File: src/rtl/mips_muldiv.sv
// Multiply/divide unit with architectural HI/LO registers for the pipelined MIPS core.
// Latency: MUL_LATENCY cycles for MULT/MULTU, WIDTH+1 cycles for DIV/DIVU, 1 cycle for MTHI/MTLO.
// Backpressure: busy_o high while an op is in flight; start_i is ignored until the unit is idle again.
//
// Ports:
//   clk      rising-edge clock
//   rst      asynchronous, active-low reset
//   start_i  op valid (sampled only while idle)
//   op_i     000 MULT, 001 MULTU, 010 DIV, 011 DIVU, 100 MTHI, 101 MTLO, 11x ignored
//   a_i      rs operand (dividend / multiplicand / MTHI-MTLO data)
//   b_i      rt operand (divisor / multiplier)
//   flush_i  abort any in-flight op; HI/LO keep their old values
//   busy_o   high whenever the unit is not idle
//   done_o   one-cycle pulse after HI/LO were written by a completing op
//   hi_o     HI register
//   lo_o     LO register
module mips_muldiv #(
   parameter int WIDTH       = 32,
   parameter int MUL_LATENCY = 2
) (
   input  logic             clk,
   input  logic             rst,
   input  logic             start_i,
   input  logic [2:0]       op_i,
   input  logic [WIDTH-1:0] a_i,
   input  logic [WIDTH-1:0] b_i,
   input  logic             flush_i,
   output logic             busy_o,
   output logic             done_o,
   output logic [WIDTH-1:0] hi_o,
   output logic [WIDTH-1:0] lo_o
);

   localparam logic [1:0] ST_IDLE = 2'd0;
   localparam logic [1:0] ST_MUL  = 2'd1;
   localparam logic [1:0] ST_DIV  = 2'd2;
   localparam logic [1:0] ST_FIX  = 2'd3;

   localparam logic [2:0] OP_MULT  = 3'b000;
   localparam logic [2:0] OP_MULTU = 3'b001;
   localparam logic [2:0] OP_DIV   = 3'b010;
   localparam logic [2:0] OP_DIVU  = 3'b011;
   localparam logic [2:0] OP_MTHI  = 3'b100;
   localparam logic [2:0] OP_MTLO  = 3'b101;

   localparam int CNT_MAX = (WIDTH > MUL_LATENCY) ? WIDTH : MUL_LATENCY;
   localparam int CNT_W   = $clog2(CNT_MAX + 1);

   logic [1:0]       state;
   logic [CNT_W-1:0] cnt;
   // opa holds the multiplicand during MUL and doubles as the dividend/quotient
   // shift register during DIV; opb holds the multiplier or the divisor.
   logic [WIDTH-1:0] opa;
   logic [WIDTH-1:0] opb;
   logic [WIDTH-1:0] rem;
   logic             mul_signed;
   logic             neg_q;
   logic             neg_r;

   // Multiplier: operands extended to 2*WIDTH so one unsigned multiply serves
   // both MULT and MULTU (two's-complement product is exact modulo 2^(2*WIDTH)).
   logic [2*WIDTH-1:0] ext_a;
   logic [2*WIDTH-1:0] ext_b;
   logic [2*WIDTH-1:0] product;

   always_comb begin
      ext_a   = mul_signed ? {{WIDTH{opa[WIDTH-1]}}, opa} : {{WIDTH{1'b0}}, opa};
      ext_b   = mul_signed ? {{WIDTH{opb[WIDTH-1]}}, opb} : {{WIDTH{1'b0}}, opb};
      product = ext_a * ext_b;
   end

   // Divider step: shift the next dividend bit into the partial remainder and
   // trial-subtract. A set MSB of the difference means a borrow (no subtract).
   logic [WIDTH:0]   rem_sh;
   logic [WIDTH:0]   rem_diff;
   logic [WIDTH-1:0] q_fix;
   logic [WIDTH-1:0] r_fix;

   always_comb begin
      rem_sh   = {rem, opa[WIDTH-1]};
      rem_diff = rem_sh - {1'b0, opb};
      q_fix    = neg_q ? -opa : opa;
      r_fix    = neg_r ? -rem : rem;
   end

   // Magnitudes for signed division. -2^(WIDTH-1) maps onto itself, which is
   // the correct unsigned magnitude, so the overflow case wraps naturally.
   logic             a_neg;
   logic             b_neg;
   logic [WIDTH-1:0] a_abs;
   logic [WIDTH-1:0] b_abs;

   always_comb begin
      a_neg = (op_i == OP_DIV) && a_i[WIDTH-1];
      b_neg = (op_i == OP_DIV) && b_i[WIDTH-1];
      a_abs = a_neg ? -a_i : a_i;
      b_abs = b_neg ? -b_i : b_i;
   end

   assign busy_o = (state != ST_IDLE);

   always_ff @(posedge clk or negedge rst) begin
      if (!rst) begin
         state      <= ST_IDLE;
         cnt        <= '0;
         opa        <= '0;
         opb        <= '0;
         rem        <= '0;
         mul_signed <= 1'b0;
         neg_q      <= 1'b0;
         neg_r      <= 1'b0;
         done_o     <= 1'b0;
         hi_o       <= '0;
         lo_o       <= '0;
      end else begin
         done_o <= 1'b0;
         if (flush_i) begin
            // Abort wins over everything, including a result due this edge.
            state <= ST_IDLE;
         end else begin
            case (state)
               ST_IDLE: begin
                  if (start_i) begin
                     case (op_i)
                        OP_MTHI: begin
                           hi_o   <= a_i;
                           done_o <= 1'b1;
                        end
                        OP_MTLO: begin
                           lo_o   <= a_i;
                           done_o <= 1'b1;
                        end
                        OP_MULT, OP_MULTU: begin
                           opa        <= a_i;
                           opb        <= b_i;
                           mul_signed <= (op_i == OP_MULT);
                           cnt        <= CNT_W'(MUL_LATENCY - 1);
                           state      <= ST_MUL;
                        end
                        OP_DIV, OP_DIVU: begin
                           if (b_i == '0) begin
                              // Divide by zero: architecturally undefined, leave HI/LO alone.
                              done_o <= 1'b1;
                           end else begin
                              opa   <= a_abs;
                              opb   <= b_abs;
                              rem   <= '0;
                              neg_q <= a_neg ^ b_neg;
                              neg_r <= a_neg;
                              cnt   <= CNT_W'(WIDTH - 1);
                              state <= ST_DIV;
                           end
                        end
                        default: ;
                     endcase
                  end
               end
               ST_MUL: begin
                  if (cnt == '0) begin
                     hi_o   <= product[2*WIDTH-1:WIDTH];
                     lo_o   <= product[WIDTH-1:0];
                     done_o <= 1'b1;
                     state  <= ST_IDLE;
                  end else begin
                     cnt <= cnt - CNT_W'(1);
                  end
               end
               ST_DIV: begin
                  rem <= rem_diff[WIDTH] ? rem_sh[WIDTH-1:0] : rem_diff[WIDTH-1:0];
                  opa <= {opa[WIDTH-2:0], ~rem_diff[WIDTH]};
                  if (cnt == '0) begin
                     state <= ST_FIX;
                  end else begin
                     cnt <= cnt - CNT_W'(1);
                  end
               end
               ST_FIX: begin
                  lo_o   <= q_fix;
                  hi_o   <= r_fix;
                  done_o <= 1'b1;
                  state  <= ST_IDLE;
               end
               default: state <= ST_IDLE;
            endcase
         end
      end
   end

endmodule

File: config.mk
export PLATFORM = sky130hd
export DESIGN_NAME = mips_muldiv
export DESIGN_NICKNAME = d
export VERILOG_FILES = /design/src/rtl/mips_muldiv.sv
export SDC_FILE = /design/constraint.sdc
export NUM_CORES = 2
export LEC_CHECK = 0
export ABC_AREA = 1
export CELL_PAD_IN_SITES_DETAIL_PLACEMENT = 1
export CELL_PAD_IN_SITES_GLOBAL_PLACEMENT = 2
export CORE_MARGIN = 8
export CORE_UTILIZATION = 24
export DETAILED_ROUTE_END_ITERATION = 10
export PLACE_DENSITY_LB_ADDON = 0.1
export SLEW_MARGIN = 15
export SYNTH_ARGS = -nofsm -noshare
export SYNTH_HDL_FRONTEND = slang
export SYNTH_SLANG_ARGS = --single-unit
export TNS_END_PERCENT = 50
File: constraint.sdc
create_clock -name clk -period 11.15 [get_ports clk]
set_clock_uncertainty 0.2 [all_clocks]
set_input_delay 2.23 -clock clk [delete_from_list [all_inputs] [get_ports clk]]
set_output_delay 2.23 -clock clk [all_outputs]
set_load 0.02 [all_outputs]
==> impl_results.md <==
- Die H: 531 um
- Crit share post-route: 0.937
- Synth Register Bits: 172
- Maximum buffer depth of the clock tree: 2
- Post-route ant nets: 0
- 1st-pass router iterations: 5
- Reg2reg start: opa[10]
- # IOs: 137
- Hold Path Stages: 2
- Outcome: finished, final reports clean
- Post-layout instance area: 70200 sq um
- Placed Area: ~70000 sq um
- Tmin final: 10450 ps
- Die area: 282000 sq um
- Mapped Area: 63600 sq um
- Initial Util: 0.240
- Gpl congestion: 0.933
- Layout area overhead: 10.5%
- Worst-Margin Slew: 1420 ps
- FF-to-FF setup slack: 700 ps
- CP Data Required Time: approximately 11000 ps
- Kind of start point of the critical path: flop
- Final Setup Violations: 0
- Post-synth EDFFs: 0
- Final hold slack: between 200 and 300 ps
- Inserted Clock Buffers: 17
- Clock Tree Root: clkbuf_16
- RSZ-0062 raised after global routing: false
- GR Util All Layers: 0.231
- Reg clk slew, reported paths: 90 ps
- Final Hold Violating Endpoints: 0
- Vias in the first global route: 59732
- TritonCTS sink count: roughly 170
- Via count: 52714
- Worst min-delay path class: flop to flop
- DPL Wire Length: 275000 um
- First-pass GRT wire length: roughly 460000 um
- Post CTS Setup Buffer Count: 0
- DRC Markers: 0
- Mapped Nets: 10085
- Seq/Total Area, Yosys: 0.0677
- Slew HR: 0.0282
- Max Cap Viol: 0
- Largest area contributor in the netlist: fa_1
- Port Buffers: 136
- RR Endpoint: hi_o[17]
- Most used DFF post-synth: dfrtp_1
- CTS Hold Buffers Added: 0
- Die X-Extent: between 500 and 600 um
- Largest net degree at the start of global routing: 60
- Post-Syn Instances: 8243
- Asr flop ratio synth: 1.00
- Synth top area share: 0.447
- WL per Instance: between 20 and 30 um
- Synthesized area per cell: 7.71 sq um
- Commonest cells after routing, fill and taps aside: 2462 x inv_1, 1840 x nand2_1, 1420 x fa_1
- WS Path Type: flop to flop
- Delay of the slowest cell on the worst path: 950 ps
- TritonCTS clock tree: yes
- Hold EP: lo_o[17]
- Unique masters post-synth: approximately 60
- Row cnt: 189
- Most used cell, CP: fa_1
- Wirelength, routed: 323000 um
- # fillers: 31942
- CP max-delay cell: nor2_1
- Setup TNS: 0 ps
- Worst Path Max Fanout: 25
- Slew Limit Fails: 0
- Detailed Route Iter0 Violations: 2873
- Share of cells above drive strength 1: 0.0470
- CTS resizes: 0
- FMAX: 95.7 MHz
- Global route overflow: 0
- Clock Latency Late Sink: about 520 ps
- CP Capture Type: flop
- R2R cell count: 30
- Largest cells by area after synthesis: fa_1 45%, inv_1 15%, nand2_1 11%
- Commonest non-fill, non-tap cell in the layout: inv_1
- H-tree depth: 4
- Initial antenna violation count: 28
- Yosys warns: 0
- Core area: about 260000 sq um
- Vias per cell: 4.47
- CP arrival: 10690 ps
- HP Start: lo_o[17]
- Final net count: 10084
-- registers in the layout, summed over array words and instances (netlist names) --
signal,count
neg_r,1
hi_o,32
mul_signed,1
done_o,1
lo_o,32
cnt,6
state,2
opa,32
neg_q,1
rem,32
opb,32
-- Yosys cell counts, types with 4 or more instances --
| library cell | count |
|---|---|
| a21o_1 | 14 |
| xor2_1 | 71 |
| o21bai_1 | 20 |
| or2_2 | 19 |
| clkinv_1 | 5 |
| nor2_2 | 8 |
| inv_1 | 2463 |
| a31oi_1 | 16 |
| nand3_1 | 198 |
| dfrtp_1 | 172 |
| a21oi_1 | 193 |
| o31ai_1 | 10 |
| nand4_1 | 44 |
| a221oi_1 | 4 |
| buf_2 | 31 |
| nand2_1 | 1842 |
| nand3b_1 | 9 |
| clkbuf_1 | 259 |
| ha_1 | 351 |
| nor2_1 | 404 |
| o21a_1 | 13 |
| or2_0 | 17 |
| a21boi_1 | 19 |
| a2bb2oi_1 | 9 |
| o211ai_1 | 36 |
| or2_1 | 15 |
| nand3_2 | 30 |
| xnor2_1 | 45 |
| o22ai_1 | 5 |
| fa_1 | 1420 |
| buf_1 | 42 |
| nor4_1 | 12 |
| o21ai_1 | 139 |
| o21ai_0 | 146 |
| inv_2 | 47 |
| nor3_1 | 82 |
-- routing by layer --
layer | global-route usage | share of wire
met1 | 0.328 | 0.48
met2 | 0.388 | 0.47
met3 | 0.0175 | 0.027
met4 | 0.0451 | 0.023
met5 | 0 | 0.00020
-- cell families after synthesis --
family,count (synthesis),synth area share
and+or+nand+nor,2690,0.173
adders and majority gates,1771,0.516
xor gates and xnor gates,116,0.0160
buffers and inverters,2850,0.169
AOI/OAI and AO/OA,643,0.0574
muxes,1,0.000157
DFF,172,0.0677
-- worst max-delay path by stage --
stage,startpoint,cells after the start,endpoint
floorplan,opa[31],30,hi_o[24]
global placement,opa[10],30,hi_o[9]
detailed placement,opa[10],30,hi_o[17]
CTS,opa[10],30,hi_o[17]
global route,opa[10],32,hi_o[17]
finish,opa[10],30,hi_o[17]
-- layout make-up --
cell class	instances	area, sq um	area share
inverter	2515	9440	0.134
clock buffer	17	425	0.00606
tap	3533	4420	0.0629
sequential	172	4380	0.0624
antenna	3	7.51	0.000107
multi-input combinational	5221	48500	0.691
clock inverter	15	150	0.00214
timing repair buffer	315	2900	0.0412
-- worst max-delay path, delay by kind of cell (launching register included) --
family	cells	cell delay, ps
AO/OA/AOI/OAI	1	240
adder cells (fa/ha/maj)	11	5080
buffers and inverters	8	680
flip-flops	1	790
AND/OR/NAND/NOR	10	3350
-- metrics by stage --
stage / utilization / setup slack [ps] / instances
floorplan: - / 2240 / 8243
global placement: 0.264 / 534 / 11756
detailed placement: 0.264 / 775 / 11756
CTS: 0.266 / 739 / 11788
global route: 0.266 / 477 / 11788
finish: 0.266 / 701 / 11791
Power is left out: the tool's default activity adds up to more than one toggle a clock period on the data nets, which glitch-free logic cannot reach.
